==> src/rtl/interp_y_pipe.sv <==
// interp_y_pipe: vertical bilinear blend p = a*(1-w) + b*w per channel, PIPE-cycle latency.
// Define INTERP_Y_ROUND_EN for round-half-up; otherwise the sum is truncated.
module interp_y_pipe #(
    parameter int unsigned DW   = 16,
    parameter int unsigned FRAC = 8,
    parameter int unsigned NCH  = 1,
    parameter int unsigned PIPE = 2,
    parameter int unsigned UW   = 1
) (
    input  logic              clk,
    input  logic              rst_n,
    input  logic              i_valid,
    output logic              o_ready,
    input  logic [NCH*DW-1:0] i_lerp_1_q,
    input  logic [NCH*DW-1:0] i_lerp_2_q,
    input  logic [DW-1:0]     i_wy_q,
    input  logic [UW-1:0]     i_user,
    output logic              o_valid,
    input  logic              i_ready,
    output logic [NCH*DW-1:0] o_p_final_q,
    output logic [UW-1:0]     o_user,
    output logic              o_clamp
);

    localparam int unsigned WW = FRAC + 1;
    localparam int unsigned MW = DW + FRAC + 1;
    localparam int unsigned SW = DW + FRAC + 2;
    localparam int unsigned PW = NCH * DW;
    localparam logic [DW-1:0] ONE_D = DW'(1) << FRAC;
    localparam logic [WW-1:0] ONE_W = WW'(1) << FRAC;
`ifdef INTERP_Y_ROUND_EN
    localparam logic [SW-1:0] RND = SW'(1) << (FRAC - 1);
`else
    localparam logic [SW-1:0] RND = '0;
`endif

    if (PIPE == 0 || PIPE > 3) begin : g_bad_pipe
        $error("interp_y_pipe: PIPE must be in 1..3");
    end
    if (FRAC == 0 || FRAC >= DW) begin : g_bad_frac
        $error("interp_y_pipe: FRAC must be in 1..DW-1");
    end

    // Sum of the two weighted products, rounded and dropped back to DW bits.
    function automatic logic [DW-1:0] blend(input logic [MW-1:0] m1, input logic [MW-1:0] m2);
        return DW'((SW'(m1) + SW'(m2) + RND) >> FRAC);
    endfunction

    logic              w_en;
    logic              w_clamp;
    logic [WW-1:0]     w_w;
    logic [WW-1:0]     w_winv;
    logic [MW-1:0]     w_m1 [NCH];
    logic [MW-1:0]     w_m2 [NCH];
    logic [MW-1:0]     w_sm1 [NCH];
    logic [MW-1:0]     w_sm2 [NCH];
    logic              w_sv;
    logic              w_sc;
    logic [UW-1:0]     w_su;
    logic [PW-1:0]     w_res;
    logic              w_fv;
    logic              w_fc;
    logic [UW-1:0]     w_fu;
    logic [PW-1:0]     w_fp;

    logic              r_ovalid;
    logic [PW-1:0]     r_p;
    logic [UW-1:0]     r_user;
    logic              r_clamp;

    // One global enable: the whole pipe advances unless a held output is being refused.
    assign w_en    = !r_ovalid || i_ready;
    assign o_ready = w_en;

    assign w_clamp = i_wy_q > ONE_D;
    assign w_w     = w_clamp ? ONE_W : i_wy_q[WW-1:0];
    assign w_winv  = ONE_W - w_w;

    always_comb begin
        for (int k = 0; k < NCH; k++) begin
            w_m1[k] = MW'(i_lerp_1_q[k*DW +: DW]) * MW'(w_winv);
            w_m2[k] = MW'(i_lerp_2_q[k*DW +: DW]) * MW'(w_w);
        end
    end

    if (PIPE == 1) begin : g_prod_comb
        assign w_sm1 = w_m1;
        assign w_sm2 = w_m2;
        assign w_sv  = i_valid;
        assign w_su  = i_user;
        assign w_sc  = w_clamp;
    end else begin : g_prod_reg
        logic          r_v0;
        logic [UW-1:0] r_u0;
        logic          r_c0;
        logic [MW-1:0] r_m1 [NCH];
        logic [MW-1:0] r_m2 [NCH];

        always_ff @(posedge clk or negedge rst_n) begin
            if (!rst_n) begin
                r_v0 <= 1'b0;
                r_u0 <= '0;
                r_c0 <= 1'b0;
                for (int k = 0; k < NCH; k++) begin
                    r_m1[k] <= '0;
                    r_m2[k] <= '0;
                end
            end else if (w_en) begin
                r_v0 <= i_valid;
                r_u0 <= i_user;
                r_c0 <= w_clamp;
                for (int k = 0; k < NCH; k++) begin
                    r_m1[k] <= w_m1[k];
                    r_m2[k] <= w_m2[k];
                end
            end
        end

        assign w_sm1 = r_m1;
        assign w_sm2 = r_m2;
        assign w_sv  = r_v0;
        assign w_su  = r_u0;
        assign w_sc  = r_c0;
    end

    always_comb begin
        w_res = '0;
        for (int k = 0; k < NCH; k++) begin
            w_res[k*DW +: DW] = blend(w_sm1[k], w_sm2[k]);
        end
    end

    if (PIPE == 3) begin : g_sum_reg
        logic          r_v1;
        logic [UW-1:0] r_u1;
        logic          r_c1;
        logic [PW-1:0] r_sum;

        always_ff @(posedge clk or negedge rst_n) begin
            if (!rst_n) begin
                r_v1  <= 1'b0;
                r_u1  <= '0;
                r_c1  <= 1'b0;
                r_sum <= '0;
            end else if (w_en) begin
                r_v1  <= w_sv;
                r_u1  <= w_su;
                r_c1  <= w_sc;
                r_sum <= w_res;
            end
        end

        assign w_fv = r_v1;
        assign w_fu = r_u1;
        assign w_fc = r_c1;
        assign w_fp = r_sum;
    end else begin : g_sum_comb
        assign w_fv = w_sv;
        assign w_fu = w_su;
        assign w_fc = w_sc;
        assign w_fp = w_res;
    end

    always_ff @(posedge clk or negedge rst_n) begin
        if (!rst_n) begin
            r_ovalid <= 1'b0;
            r_p      <= '0;
            r_user   <= '0;
            r_clamp  <= 1'b0;
        end else if (w_en) begin
            r_ovalid <= w_fv;
            r_p      <= w_fp;
            r_user   <= w_fu;
            r_clamp  <= w_fc;
        end
    end

    assign o_valid     = r_ovalid;
    assign o_p_final_q = r_p;
    assign o_user      = r_user;
    assign o_clamp     = r_clamp;

`ifndef SYNTHESIS
    // A convex blend of a and b can never leave [min(a,b), max(a,b)].
    function automatic logic in_span(input logic [DW-1:0] r, input logic [DW-1:0] a,
                                     input logic [DW-1:0] b);
        return (a <= b) ? (r >= a && r <= b) : (r >= b && r <= a);
    endfunction

    logic [NCH-1:0] w_in_span;
    always_comb begin
        w_in_span = '0;
        for (int k = 0; k < NCH; k++) begin
            w_in_span[k] = in_span(blend(w_m1[k], w_m2[k]),
                                   i_lerp_1_q[k*DW +: DW], i_lerp_2_q[k*DW +: DW]);
        end
    end

    a_result_in_span: assert property (@(posedge clk) disable iff (!rst_n)
        (i_valid && o_ready) |-> (&w_in_span));
`endif

endmodule

==> config.mk <==
export PLATFORM = sky130hd
export DESIGN_NAME = interp_y_pipe
export DESIGN_NICKNAME = d
export VERILOG_FILES = /design/src/rtl/interp_y_pipe.sv
export SDC_FILE = /design/constraint.sdc
export NUM_CORES = 1
export LEC_CHECK = 0
export BUFFER_PORTS_ARGS = -buffer_cell sky130_fd_sc_hd__buf_4
export CAP_MARGIN = 10
export CORE_ASPECT_RATIO = 0.8
export CORE_MARGIN = 2
export CORE_UTILIZATION = 40
export CTS_BUF_LIST = sky130_fd_sc_hd__clkbuf_4 sky130_fd_sc_hd__clkbuf_8 sky130_fd_sc_hd__clkbuf_16
export CTS_CLUSTER_SIZE = 8
export DETAILED_ROUTE_END_ITERATION = 7
export PLACE_DENSITY_LB_ADDON = 0.12
export REMOVE_ABC_BUFFERS = 1
export SETUP_SLACK_MARGIN = 0.2
export SLEW_MARGIN = 20
export SYNTH_ARGS = -nofsm -noshare
export SYNTH_HDL_FRONTEND = slang
export SYNTH_SLANG_ARGS = --single-unit
==> constraint.sdc <==
create_clock -name clk -period 3.2 [get_ports clk]
set_input_delay 0.48 -clock clk [delete_from_list [all_inputs] [get_ports clk]]
set_output_delay 0.48 -clock clk [all_outputs]
set_load 0.005 [all_outputs]
==> metrics.md <==
| Metric | Value |
|---|---|
| Status | finished with violations |
| Violated checks | negative setup slack |
| Initial antenna violation count | 0 |
| Leakage | 0.00831 µW |
| Commonest non-fill, non-tap cell in the layout | buf_4 |
| Async SR Flop Fraction | 1.00 |
| Fillers | 2798 |
| Tmin final | 5930 ps |
| Slowest stage delay, CP | 560 ps |
| Required @ worst endpoint | 3420 ps |
| Dpl ws | -3690 ps |
| DR top layer | met4 |
| Clock skew | 8.17 ps |
| Share of cells above drive strength 1 | 0.288 |
| DIE AREA | 0.0321 mm² |
| Worst-Margin Slew | 890 ps |
| Die Y-Extent | 161 µm |
| Vias | 10300 |
| Clock root buffer | clkbuf_16 |
| Yosys cell types | 65 |
| Final number of setup-violating endpoints | 42 |
| Worst slew margin | 0.407 |
| Non-Filler Instances | 2072 |
| Cells after DPL | 2011 |
| Total GRT Usage | 0.208 |
| Die width | 200 µm |
| Wire length on met3 | 1180 µm |
| Met1 wire length | 15400 µm |
| Fin. Hold Viols | 0 |
| WS Path Type | in2reg |
| CTS sink cnt | 70 |
| Drt first pass iters | 5 |
| Routed Antenna Nets | 0 |
| Clk buf depth | 2 |
| Peak supply drop | 0.261 mV |
| Core area | 0.0303 mm² |
| Largest net degree at the start of global routing | 71 |
| Syn_area_per_cell | 8.66 µm² |
| Setup TNS | -84830 ps |
| First-pass GRT wire length | 53100 µm |
| Top cell type by total area after synthesis | fa_1 |
| Crit path max-delay cell type | fa_1 |
| Hold_ws | 256 ps |
| FF+latch count, synth | 70 |
| Max Slew Vio Count | 0 |
| Synthesized area | 0.0123 mm² |
| Vias in the first global route | 10700 |
| Mapped Cells | 1417 |
| Synth top area cells | fa_1, dfrtp_1, ha_1 |
| Startpoint Class | input port |
| Sequential area share after synthesis | 0.143 |
| Tcrit/Tclk final | 1.85 |
| FMAX | 0.169 GHz |
| Met2 WL | 14900 µm |
| Synth Warn # | 0 |
| Clock Latency Late Sink | 330 ps |
| Max-Cap Viols | 0 |
| Top_reg_cell synth | dfrtp_1 |
| Vias/cell | 4.96 |
| DP HPWL | 25300 µm |
| Total CTS buffers | 9 |
| Number of synthesized flops with an enable pin | 0 |
| Gpl congestion | 0.867 |
| Most frequent CP cell | fa_1 |
| Initial Utilization | 0.405 |
| Area Overhead vs Synth | 31.8% |
| Yosys top cell area share | 0.320 |
| Hold Crit Class | in2async |
| Total gr overflow | 0 |
| Tot Pwr | 3150 µW |
| Power per standard cell area | 195 mW/mm² |
| N_diodes | 0 |
| WL final | 31900 µm |
| CP arrival | 6150 ps |
| I/O Buffers | 72 |
| RSZ-0062 raised after global routing | yes |
| Htree depth | 3 |
| # rows | 57 |
| Routed wire per std cell | 15.4 µm |
| Io pins | 73 |
| CTS tree | done |
| CP Max Fanout | 8 |
| Setup ws final | -2730 ps |
| # DRC | 0 |
| Worst setup EP type | flip-flop |
| Most frequent cells in the layout | buf_4, nand2_1, inv_1 |
| Nets | 2012 |
| Clock transition at the registers of the reported paths | 60 ps |
| DR iter-0 viols | 503 |
## critical path: cells and delay by family
| family | cells | cell delay [ps] |
|---|---|---|
| fa+ha+maj | 6 | 2520 |
| simple gates | 9 | 1330 |
| compound gates | 5 | 970 |
| buf+inv | 9 | 860 |
## cell type report
| class | instances | area (µm²) | share of cell area |
|---|---|---|---|
| multi-input cells | 1041 | 10300 | 0.635 |
| repair buffers | 292 | 2400 | 0.149 |
| flip-flops and latches | 70 | 1750 | 0.108 |
| inverters | 240 | 906 | 0.0560 |
| well taps | 413 | 517 | 0.0319 |
| clock buffers | 10 | 233 | 0.0144 |
| clock inverters | 6 | 86.3 | 0.00534 |
## routing by layer
layer | track usage | vias up
met5 | 0 | -
li1 | - | 4917
met4 | 0.0279 | 0
met3 | 0.0275 | 24
met2 | 0.338 | 181
met1 | 0.304 | 5145
## Yosys cell counts (3+ instances only)
master,instances
nand2b_1,8
nor3b_1,5
o21a_1,7
clkbuf_1,38
nor2b_1,19
nand3_1,9
xor2_1,21
nand2_1,239
xnor2_1,33
or3_1,3
o21ai_0,35
nor3_1,10
buf_1,18
dfrtp_1,70
and3_1,67
a31oi_1,4
a21o_1,16
o31ai_1,4
a31o_2,3
ha_1,109
nand4_1,4
buf_2,10
o21bai_1,8
nor2_1,58
and2_1,67
a211oi_1,8
fa_1,196
inv_1,240
a21oi_1,64
## state kept, by name (all words and copies together), names as in the netlist
| signal | count |
|---|---|
| g_prod_reg.r_m1 | 24 |
| g_prod_reg.r_v0 | 1 |
| g_prod_reg.r_u0 | 1 |
| o_valid | 1 |
| o_p_final_q | 16 |
| g_prod_reg.r_c0 | 1 |
| g_prod_reg.r_m2 | 24 |
| o_user | 1 |
| o_clamp | 1 |
## path summary, 6_finish.rpt
check                           slack [ps]               start  cells after the start                   to
worst max-delay path                 -2730           i_wy_q[3]                     29  g_prod_reg.r_m1[23]
worst min-delay path                   260               rst_n                      1               o_user
worst max register to register         530  g_prod_reg.r_m1[6]                      9      o_p_final_q[14]
worst min register to register         460     g_prod_reg.r_v0                      2      g_prod_reg.r_v0
max in group asynchronous             2340               rst_n                      1  g_prod_reg.r_m1[18]
min in group clk                       350             i_valid                      3      g_prod_reg.r_v0
## what timing repair did
action,4_1_cts,5_1_grt
gates resized for setup,123,121
pin swaps,64,61
buffers inserted,26,18
cloned,1,0
endpoints found under the setup margin,43,44
hold buffers,0,0
## metrics by stage
step | util | area (µm²)
2_1_floorplan | - | 12000
3_3_place_gp | 0.476 | 14400
3_5_place_dp | 0.476 | 14400
4_1_cts | 0.512 | 15500
5_1_grt | 0.534 | 16200
6_report | 0.534 | 16200
## report_power, final
group          total [µW]  switching, µW  leakage (µW)  internal [µW]
clock network        1060            373      0.000156            689
registers            1110           90.5      0.000870           1020
logic                 979            524       0.00728            455
total                3150            988       0.00831           2160
## cell families (layout without fill, tap and decap cells)
group,count (synthesis),count (layout),synth area share
AOI/OAI and AO/OA,180,180,0.0964
muxes,2,2,0.00163
xor gates and xnor gates,54,54,0.0385
buffers and inverters,306,548,0.0946
DFF,70,70,0.143
and+or+nand+nor,500,500,0.195
adders and majority gates,305,305,0.431
No activity file was read; power rests on OpenSTA's default activity.
